`src/rtl/arith_enc_sched.sv`:
```
// Block sequencer for the arithmetic encoder: reinit/start per block, pair pass-through,
// byte merge with a trailing flush of Low, and per-block byte/bit counts.
module arith_enc_sched #(
   parameter int Prob_DW     = 32,
   parameter int FLUSH_BYTES = 4,
   parameter int Cnt_DW      = 32
) (
   input  logic               clk,
   input  logic               rst,
   input  logic               s_valid,
   output logic               s_ready,
   input  logic               s_y,
   input  logic [Prob_DW-1:0] s_p,
   input  logic               s_last,
   output logic               enc_rst,
   output logic               enc_start,
   output logic               enc_y,
   output logic [Prob_DW-1:0] enc_p,
   output logic               enc_in_valid,
   input  logic               enc_in_ready,
   input  logic [7:0]         enc_out,
   input  logic               enc_out_valid,
   output logic               enc_out_ready,
   input  logic [Prob_DW-1:0] enc_low,
   output logic [7:0]         m_data,
   output logic               m_valid,
   input  logic               m_ready,
   output logic               m_last,
   output logic               busy,
   output logic               blk_done,
   output logic [Cnt_DW-1:0]  blk_bytes,
   output logic [Cnt_DW-1:0]  blk_bits
);

   typedef enum logic [2:0] {IDLE, RST, START, FEED, DRAIN, FLUSH, DONE} state_t;

   localparam logic [2:0]        LAST_IDX = 3'(FLUSH_BYTES - 1);
   localparam logic [Cnt_DW-1:0] ONE      = 1;

   state_t             state;
   logic [Prob_DW-1:0] low_q;
   logic [2:0]         fidx;
   logic               drain_arm;
   logic [Cnt_DW-1:0]  byte_cnt, bit_cnt, byte_nxt, bit_nxt;
   logic               feed, pass, flush, s_fire, m_fire;

   assign feed  = (state == FEED);
   assign pass  = (state == FEED) || (state == DRAIN);
   assign flush = (state == FLUSH);

   assign s_ready       = feed & enc_in_ready;
   assign enc_in_valid  = feed & s_valid;
   assign enc_y         = s_y;
   assign enc_p         = s_p;
   assign enc_out_ready = pass & m_ready;

   // Flush bytes come MSB first off a left-shifting copy of Low.
   assign m_valid = pass ? enc_out_valid : flush;
   assign m_data  = pass ? enc_out : (flush ? low_q[Prob_DW-1 -: 8] : 8'h00);
   assign m_last  = flush && (fidx == LAST_IDX);
   assign busy    = (state != IDLE);

   assign s_fire = s_valid & s_ready;
   assign m_fire = m_valid & m_ready;

   // Saturating increments: counters stick at all-ones.
   assign byte_nxt = (m_fire && !(&byte_cnt)) ? byte_cnt + ONE : byte_cnt;
   assign bit_nxt  = (s_fire && !(&bit_cnt))  ? bit_cnt + ONE  : bit_cnt;

   always_ff @(posedge clk) begin
      if (rst) begin
         state     <= IDLE;
         enc_rst   <= 1'b0;
         enc_start <= 1'b0;
         blk_done  <= 1'b0;
         blk_bytes <= '0;
         blk_bits  <= '0;
         byte_cnt  <= '0;
         bit_cnt   <= '0;
         low_q     <= '0;
         fidx      <= '0;
         drain_arm <= 1'b0;
      end else begin
         enc_rst   <= 1'b0;
         enc_start <= 1'b0;
         blk_done  <= 1'b0;
         byte_cnt  <= byte_nxt;
         bit_cnt   <= bit_nxt;
         case (state)
            IDLE: if (s_valid) begin
               state   <= RST;
               enc_rst <= 1'b1;
            end
            RST: begin
               state     <= START;
               enc_start <= 1'b1;
               byte_cnt  <= '0;
               bit_cnt   <= '0;
            end
            START: state <= FEED;
            FEED: if (s_fire && s_last) begin
               state     <= DRAIN;
               drain_arm <= 1'b0;
            end
            // Hold one cycle after the last pair so the encoder can drop in_ready.
            DRAIN: begin
               drain_arm <= 1'b1;
               if (drain_arm && enc_in_ready && !enc_out_valid) begin
                  state <= FLUSH;
                  low_q <= enc_low;
                  fidx  <= '0;
               end
            end
            FLUSH: if (m_ready) begin
               low_q <= low_q << 8;
               fidx  <= fidx + 3'd1;
               if (fidx == LAST_IDX) begin
                  state     <= DONE;
                  blk_done  <= 1'b1;
                  blk_bytes <= byte_nxt;
                  blk_bits  <= bit_cnt;
               end
            end
            DONE:    state <= IDLE;
            default: state <= IDLE;
         endcase
      end
   end

endmodule

```
`config.mk`:
```
export PLATFORM = sky130hd
export DESIGN_NAME = arith_enc_sched
export DESIGN_NICKNAME = d
export VERILOG_FILES = /design/src/rtl/arith_enc_sched.sv
export SDC_FILE = /design/constraint.sdc
export NUM_CORES = 1
export LEC_CHECK = 0
export ABC_AREA = 1
export CAP_MARGIN = 10
export CORE_ASPECT_RATIO = 1.4
export CORE_MARGIN = 8
export CORE_UTILIZATION = 59
export CTS_BUF_LIST = sky130_fd_sc_hd__clkbuf_4
export CTS_CLUSTER_SIZE = 10
export DETAILED_ROUTE_END_ITERATION = 6
export DONT_BUFFER_PORTS = 1
export HOLD_SLACK_MARGIN = 0.05
export PLACE_DENSITY = 0.79
export SLEW_MARGIN = 30
export SYNTH_ARGS = -nofsm -noshare
export SYNTH_HDL_FRONTEND = slang
export SYNTH_SLANG_ARGS = --single-unit
export TNS_END_PERCENT = 30
```
`constraint.sdc`:
```
create_clock -name clk -period 1.7 [get_ports clk]
set_clock_uncertainty 0.1 [all_clocks]
set_input_delay 0.425 -clock clk [delete_from_list [all_inputs] [get_ports clk]]
set_output_delay 0.425 -clock clk [all_outputs]
set_load 0.02 [all_outputs]
```
Word-level counts from Yosys, hierarchy flattened

Cells that the tools add are included.

Add/subtract/negate cells: 3
Multiply operators: 0
Div/mod/pow operators: 0
$lt $le $gt $ge: 0
Eq/ne operators: 11
Shift-type cells: 0
Mux-type cells: 21
Bitwise logic cells: 8
Reduce and logical (&&, ||, !) cells: 23

Operators with widths:

| operator                                              | count |
|---|---|
| 2-to-1 mux 32 bit                                     | 3 |
| adder 32 x 1 -> 32 bit, second input constant         | 2 |
| one-hot mux 32 bit (2 select lines)                   | 1 |
| AND reduction 32 bit                                  | 2 |
| 2-to-1 mux 3 bit                                      | 7 |
| one-hot mux 3 bit (6 select lines)                    | 1 |
| 2-to-1 mux 8 bit                                      | 2 |
| equality test 3 x 2 -> 1 bit, second input constant   | 3 |
| equality test 3 bit, second input constant            | 2 |
| logical AND 1 bit                                     | 6 |
| inequality test 2 x 1 -> 1 bit, second input constant | 3 |
| one-hot mux 3 bit (2 select lines)                    | 1 |
| AND reduction 3 bit                                   | 2 |
| bitwise AND 1 bit                                     | 5 |
| 2-to-1 mux 1 bit                                      | 5 |
| AND reduction 5 bit                                   | 1 |
| inequality test 2 bit, second input constant          | 2 |
| nonzero test 2 bit                                    | 2 |
| OR reduction 2 bit                                    | 2 |
| adder 3 x 1 -> 3 bit, second input constant           | 1 |
| equality test 3 x 1 -> 1 bit, second input constant   | 1 |
| logical NOT 1 bit                                     | 3 |
| logical NOT 3 bit                                     | 1 |
| NOT 1 bit                                             | 3 |
| 5 further kinds                                       | 5 |

Register bits: 170
Bits in latches: 0
RAM bits: 0
Bits in read-only memories: 0
Output and inout port bits: 114
Logic and storage cells: 77
Memories: 0

Logic depth before layout (Yosys ltp)

Gate-level depths: netlist of run 1.

Word-level depth: 6
Depth in mapped cells: 12

Least setup slack after synthesis of run 1

OpenSTA, ideal clock, no wires.

Path type: register -> output
Start: register state[0]
End: output m_data[0]
Arrival: 1.345 ns
Data required time: 1.175 ns
Path slack: -0.170 ns
Stages on the path, launching flop included: 7
Cells stage by stage: dfxtp_1 -> inv_2 -> nor2_1 -> nand2_1 -> inv_1 -> buf_1 -> a22o_1

Longest elaborated chain between the ends: 3
Elaborated cells on any way between the ends: 6
Those cells by class: 3 x eq/ne; 2 x mux; 1 x reduce/logical

RTL lines:

| element                                              | RTL line | source |
|---|---|---|
| start: declaration                                   | 40       | `state_t state;` |
| start signal: assignment                             | 72       | `state <= IDLE;` |
| start signal: assignment                             | 91       | `state <= RST;` |
| start signal: assignment                             | 95       | `state <= START;` |
| equality test 3 bit (tied with other cells)          | 49       | `assign flush = (state == FLUSH);` |
| 2-to-1 mux 8 bit or logical OR 1 bit (tied branches) | 59, 48   |  |
| 2-to-1 mux 8 bit (*)                                 | 59       | `assign m_data = pass ? enc_out : (flush ? low_q[Prob_DW-1 -: 8] : 8'h00);` |
| end: declaration                                     | 25       | `output logic [7:0] m_data,` |

Mark *: on every way between the ends. The rest lies on a longest branch, timed or not.

Worst setup path in the final report of run 1

Start: register state[0]
End: output m_last

Longest elaborated chain between the ends: 2

RTL lines:

| element             | RTL line | source |
|---|---|---|
| equality test 3 bit | 49       |  |
| logical AND 1 bit   | 60       | `assign m_last = flush && (fidx == LAST_IDX);` |
| end: declaration    | 28       | `output logic m_last,` |

Every way passes these cells.

==> reports/qor.txt, run 1 <==
Status -> finished with violations
Violated checks -> design-rule violations, negative setup slack
PnR worst setup slack -> -0.5745 ns
Slowest-stage cell, CP -> dfxtp_4
DIE WIDTH -> 119.1 um
Largest net degree at the start of global routing -> 38
Layout Utilization -> 82.64%
Most frequent CP cell -> nor2_4
CP Class -> reg2out
DR WL/cell -> 19.10 um
Top post-synthesis cells by area -> dfxtp_1 39%, nand2_1 17%, nor2_1 12%, a21oi_1 4.8%, nand3_1 4.2%
Max-Cap Viols -> 0
CTS root buffer -> clkbuf_4
Largest area contributor in the netlist -> dfxtp_1
CTS tree -> yes
Pwr/cell area -> 898.5 nW/um2
GRT Resource Usage Total -> 30.09%
Clock power frac -> 23.6%
TritonCTS Buffers -> 17
Fillers -> 867
Most frequent cells in the layout -> 349 x nand2_1, 249 x nor2_1, 145 x dfxtp_1
Compound-gate portion of the synthesized area -> 10.68%
Clock Latency Late Sink -> 0.60 ns
Worst Hold Class -> in2reg
Yosys reg bits -> 170
Register area share after synthesis -> 38.80%
Post-synthesis xor/xnor area fraction -> 1.997%
Crit path cell chain -> inv_4 > nor2_4 > nand2_2 > buf_4 > buf_6 > nor2_4
Row count -> 52
Final worst path period need -> 2.275 ns
Multiplexer share of the synthesized area -> 0%
Antenna Nets Post-Route -> 0
Critical Path Source Type -> flop
Static leakage -> 5.064 nW
Chip height -> 160.3 um
Slowest cell delay on critical path -> 0.40 ns
Area Overhead vs Synth -> 36.68%
Initial antenna violation count -> 1
Setup crit end kind -> output port
Sw frac -> 36.63%
Initial Utilization -> 60.46%
Worst rel slew slack -> 68.45%
Post-synthesis simple-gate area fraction -> 38.05%
Netlist Area Pre-Place -> 8772 um2
Routed vias/inst -> 5.832
Vias in the first global route -> 9,483
Proportion of layout cells with a drive suffix above 1 -> 29.45%
Peak supply drop -> 947.8 uV
Worst-Margin Slew -> 0.4715 ns
Clock Tree Buf Depth -> 2
DP HPWL -> 18.49 mm
Gate Count Post-Synth -> 1,355
Grt ovf -> 0
DRC errors left -> 2
Post-DP Area -> 9808 um2
Flop pwr share -> 43.5%
Total internal power -> 6.827 mW
Period utilization -> 133.8%
Pre-CTS setup slack -> -0.2266 ns
Fin. Hold Viols -> 0
Critical path required time -> 1.17 ns
Final nets -> 1,592
Vias -> 9,979
Sequential cell area -> 3445 um2
RSZ-0062 raised after global routing -> yes
Setup TNS -> -29.03 ns
Num Clock Sinks -> 170
Post-Layout Inst Area -> 11,990 um2
Max H-tree Level -> 4
Comb pwr share -> 32.9%
Syn nets -> 1,439
1st-iter DRT viols -> 1,112
Syn. warnings -> 0
CP arrival -> 1.75 ns
Main combinational cell family by area after synthesis -> simple AND/OR/NAND/NOR gates
Total core area -> 14,510 um2
WL final -> 32.68 mm
DRT Pass-1 Iters -> 7
Worst hold slack -> 0.1161 ns
Internal reg-to-reg setup slack -> -0.34 ns
Max Fclk -> 439.7 MHz
Most common cell after layout, fill and taps aside -> nand2_1
Footprint of the multi-input gates -> 5420 um2
Final setup viols -> 178
Net switching power -> 3.947 mW
I/O pin cnt -> 194
Syn avg cell area -> 6.474 um2
Adder-cell area share of the yosys netlist -> 0.5705%
Synth unique cells -> 36
Final Wtd Congestion -> 0.9568
Worst-path fanout max -> 4
First-pass GRT wire length -> 46.53 mm
Die area -> 19,080 um2
Worst-path clk slew -> 0.15 ns
Fin. max-slew vios -> 0
IO Port Bufs -> 0
Synth top area share -> 38.80%
-- metrics by stage --
stage          power, mW  std cells
6_report           10.77       1711
5_1_grt            11.23       1711
4_1_cts            10.16       1702
3_5_place_dp       6.958       1607
3_3_place_gp       6.916       1607
2_1_floorplan      6.186       1355
-- metal layers --
metal / wire, um / track usage, % / vias to the layer above
met5: 0 / 0 / -
met4: 2813 / 21.12 / 0
met3: 2675 / 7.692 / 246
met1: 10970 / 30.15 / 4552
li1: - / - / 4564
met2: 16220 / 53.11 / 617
-- power by group through the flow --
stage,Combinational [mW],Clock (mW),Sequential (mW)
global placement,2.25,0,4.66
global route,3.76,2.74,4.73
detailed placement,2.28,0,4.68
floorplan,1.56,0,4.63
CTS,2.98,2.54,4.63
finish,3.54,2.54,4.69
-- worst max-delay path, delay by kind of cell (launching register included) --
kind	cells	cell delay [ns]
buf+inv	3	0.35
flops	1	0.40
simple gates	3	0.39
-- cells in the mapped netlist (all sizes together) --
cell    instances
nor2          281
inv            89
nor3            6
o211ai          1
buf            64
o22ai           2
ha              4
clkbuf         24
nand4           6
o21bai          3
nor2b           1
o21ai          75
nor3b           1
dfxtp         170
xor2           14
a31oi           1
nand2         422
nand3b         15
xnor2           6
a21oi          85
nand3          77
a22o            8
-- cells by family (layout without fill, tap and decap cells) --
kind of cell,after synthesis,count (layout)
flip-flops,170,170
adder cells (fa/ha/maj),4,4
AND/OR/NAND/NOR,809,809
other,0,1
XOR/XNOR,20,20
buffers and inverters,177,343
AO/OA/AOI/OAI,175,175
-- layout make-up --
type                            count  area share, %
Inverter                           89          2.995
Clock buffer                       17          1.064
Antenna cell                        1        0.02087
Clock inverter                     15          1.440
Tap cell                          189          1.972
Timing Repair Buffer              222          18.57
Multi-Input combinational cell   1008          45.21
Sequential cell                   170          28.73
-- sequential cells by signal, indices dropped and copies added, names as in the netlist --
signal and count:
low_q 32, drain_arm 1, blk_done 1, enc_start 1, enc_rst 1, bit_cnt 32
blk_bytes 32, byte_cnt 32, state 3, blk_bits 32, fidx 3
-- repair_timing --
item                                    in CTS  in global routing
endpoints found under the setup margin     142                181
gates cloned                                 5                  3
resized for setup                          147                172
hold buffers                                36                  0
endpoints found under the hold margin       69                  0
pin swaps                                   32                 57
setup buffers                               22                 10
-- final timing paths --
check / start / endpoint / depth (start not counted)
max: state[0] / m_last / 6
min: rst / low_q[21] / 4
max reg2reg: byte_cnt[5] / blk_bytes[25] / 12
min reg2reg: fidx[1] / fidx[1] / 2
Power figures use the tool's default switching activity.
==> run 2, diff against run 1 <==
Settings changed: CORE_UTILIZATION 59 to 40, PLACE_DENSITY 0.79 to 0.57.
==> reports/qor.txt, run 2 (synthesis results as in run 1) <==
Most frequent cells in the layout -> 370 x nand2_1, 247 x nor2_1, 157 x buf_4
CTS tree -> yes
Grt ovf -> 0 (unchanged)
Initial Utilization -> 40.42% (-20 points)
Final nets -> 1,618 (+1.6%)
Worst rel slew slack -> 72.46% (+4.0 points)
Footprint of the multi-input gates -> 5224 um2 (-3.6%)
DRC errors left -> 0 (-2)
Flop pwr share -> 45.3% (+1.8 points)
Clock Latency Late Sink -> 0.61 ns (about the same)
Tot Pwr -> 10.35 mW (-3.9%)
Clock Tree Buf Depth -> 2 (unchanged)
Worst-Margin Slew -> 0.4131 ns (-0.05843 ns)
Critical Path Source Type -> flop
Sequential cell area -> 3466 um2 (+0.62%)
Total internal power -> 6.572 mW (-3.7%)
Worst Hold Class -> in2reg
Pwr/cell area -> 848.0 nW/um2 (-5.6%)
CP Class -> reg2out
Max-Cap Viols -> 0 (unchanged)
Worst hold slack -> 0.1685 ns (+0.05232 ns)
I/O pin cnt -> 194 (unchanged)
CP arrival -> 1.69 ns (-0.06 ns)
Largest net degree at the start of global routing -> 39 (+2.6%)
Fillers -> 2,114 (+140%)
IO Port Bufs -> 0 (unchanged)
Num Clock Sinks -> 170 (unchanged)
RSZ-0062 raised after global routing -> yes
PnR worst setup slack -> -0.5194 ns (+0.05512 ns)
Status -> finished with violations
Clock power frac -> 22.5% (-1.1 points)
Worst-path clk slew -> 0.17 ns (+0.02 ns)
Fin. max-slew vios -> 0 (unchanged)
Internal reg-to-reg setup slack -> -0.35 ns (about the same)
Routed vias/inst -> 4.957 (-15%)
1st-iter DRT viols -> 549 (-51%)
Peak supply drop -> 606.7 uV (-36%)
DP HPWL -> 19.99 mm (+8.1%)
Critical path required time -> 1.17 ns (about the same)
TritonCTS Buffers -> 17 (unchanged)
Final Wtd Congestion -> 0.9199 (-3.9%)
Comb pwr share -> 32.1% (-0.8 points)
Vias -> 9,146 (-8.3%)
CTS root buffer -> clkbuf_4
Final setup viols -> 156 (-12%)
Area Overhead vs Synth -> 39.20%
Row count -> 64 (+23%)
DR WL/cell -> 15.94 um (-17%)
Vias in the first global route -> 8,867 (-6.5%)
Total core area -> 21,700 um2 (+50%)
Post-DP Area -> 10,050 um2 (+2.5%)
DIE WIDTH -> 141.2 um (+19%)
Fin. Hold Viols -> 0 (unchanged)
Worst hold path stage count -> 4 (unchanged)
Period utilization -> 130.6% (-3.2 points)
Most common cell after layout, fill and taps aside -> nand2_1
GRT Resource Usage Total -> 20.93% (-9.2 points)
Worst r2r path cells -> 13 (+1)
Sw frac -> 36.53% (-0.10 points)
RR Endpoint -> blk_bytes[4]
Static leakage -> 4.955 nW (-2.2%)
Initial antenna violation count -> 1 (unchanged)
Net switching power -> 3.783 mW (-4.2%)
Hold EP -> state[2]
Reg2reg start -> state[0]
WL final -> 29.41 mm (-10%)
Setup crit end kind -> output port
Violated checks -> negative setup slack
Max Fclk -> 450.6 MHz (+2.5%)
Layout Utilization -> 56.27% (-26 points)
DRT Pass-1 Iters -> 5 (-2)
Post-Layout Inst Area -> 12,210 um2 (+1.8%)
Max H-tree Level -> 4 (unchanged)
Proportion of layout cells with a drive suffix above 1 -> 30.51% (+1.1 points)
Worst-path fanout max -> 3 (-1)
Chip height -> 191.2 um (+19%)
Antenna Nets Post-Route -> 0 (unchanged)
First-pass GRT wire length -> 44.53 mm (-4.3%)
Die area -> 26,990 um2 (+41%)
Final worst path period need -> 2.219 ns (-0.05512 ns)
Hold path startpoint -> m_ready
==> run 2: cell count changes in the layout (fill, tap and decap cells not counted), moves of 6 or more <==
cell | previous run | this run
nand2_1 | 349 | 370
buf_4 | 135 | 157
a21oi_2 | 26 | 39
nand3_2 | 31 | 9
dfxtp_2 | 21 | 41
nand3_1 | 37 | 64
dfxtp_1 | 145 | 126
nand2_4 | 29 | 9
o21ai_0 | 54 | 19
o21ai_2 | 2 | 14
nor2_2 | 14 | 20
a21oi_1 | 58 | 44
o21ai_1 | 19 | 42
==> run 2: cell type report <==
type / instances / area share, %
Clock inverter: 15 / 1.137
Timing Repair inverter: 2 / 0.2664
Antenna cell: 1 / 0.02049
Multi-Input combinational cell: 1008 / 42.78
Inverter: 89 / 2.961
Sequential cell: 170 / 28.38
Tap cell: 297 / 3.043
Clock buffer: 17 / 1.045
Timing Repair Buffer: 246 / 20.36
==> run 2: how the worst max path moves through the flow <==
stage / depth (start not counted) / endpoint / slack, ns / startpoint
finish: 7 / m_valid / -0.52 / state[0]
global route: 7 / m_valid / -0.61 / state[0]
CTS: 6 / m_data[6] / -0.59 / state[0]
detailed placement: 10 / blk_bytes[30] / -0.20 / byte_cnt[1]
global placement: 10 / blk_bytes[28] / -0.18 / byte_cnt[1]
floorplan: 6 / m_data[0] / -0.04 / state[0]
==> run 2: worst max-delay path: stages, from the launching register on <==
cell,delay [ns]
dfxtp_4,0.41
buf_6,0.11
nand3_4,0.08
buf_4,0.15
nand2_4,0.08
buf_6,0.09
nand2_1,0.05
inv_2,0.11
==> run 2: per-stage QoR <==
step	setup TNS, ns	std cells	setup slack (ns)
after floorplan	-0.8557	1355	-0.04318
after global placement	-10.50	1731	-0.1805
after detailed placement	-13.05	1731	-0.2031
after CTS	-25.16	1826	-0.5916
after global routing	-43.00	1845	-0.6085
final	-31.96	1845	-0.5194
==> run 2: layer usage <==
metal | wire, um | track usage [%] | vias to the layer above
met3 | 1283 | 4.524 | 67
met4 | 1075 | 10.78 | 0
met5 | 0 | 0 | -
met2 | 15840 | 39.80 | 229
li1 | - | - | 4607
met1 | 11210 | 20.91 | 4243
==> run 2: repair_timing <==
item | 4_1_cts | 5_1_grt
setup buffers | 22 | 15
pin swaps | 33 | 68
resized for setup | 155 | 177
endpoints found under the hold margin | 69 | 0
gates cloned | 6 | 11
hold buffers | 36 | 0
endpoints found under the setup margin | 187 | 192
==> run 2: power groups by stage <==
| stage | Combinational, mW | Sequential, mW | Clock (mW) |
|---|---|---|---|
| 6_report | 3.33 | 4.69 | 2.33 |
| 5_1_grt | 3.59 | 4.74 | 2.57 |
| 4_1_cts | 2.93 | 4.64 | 2.43 |
| 3_5_place_dp | 2.37 | 4.68 | 0 |
| 3_3_place_gp | 2.37 | 4.68 | 0 |
| 2_1_floorplan | 1.56 | 4.63 | 0 |
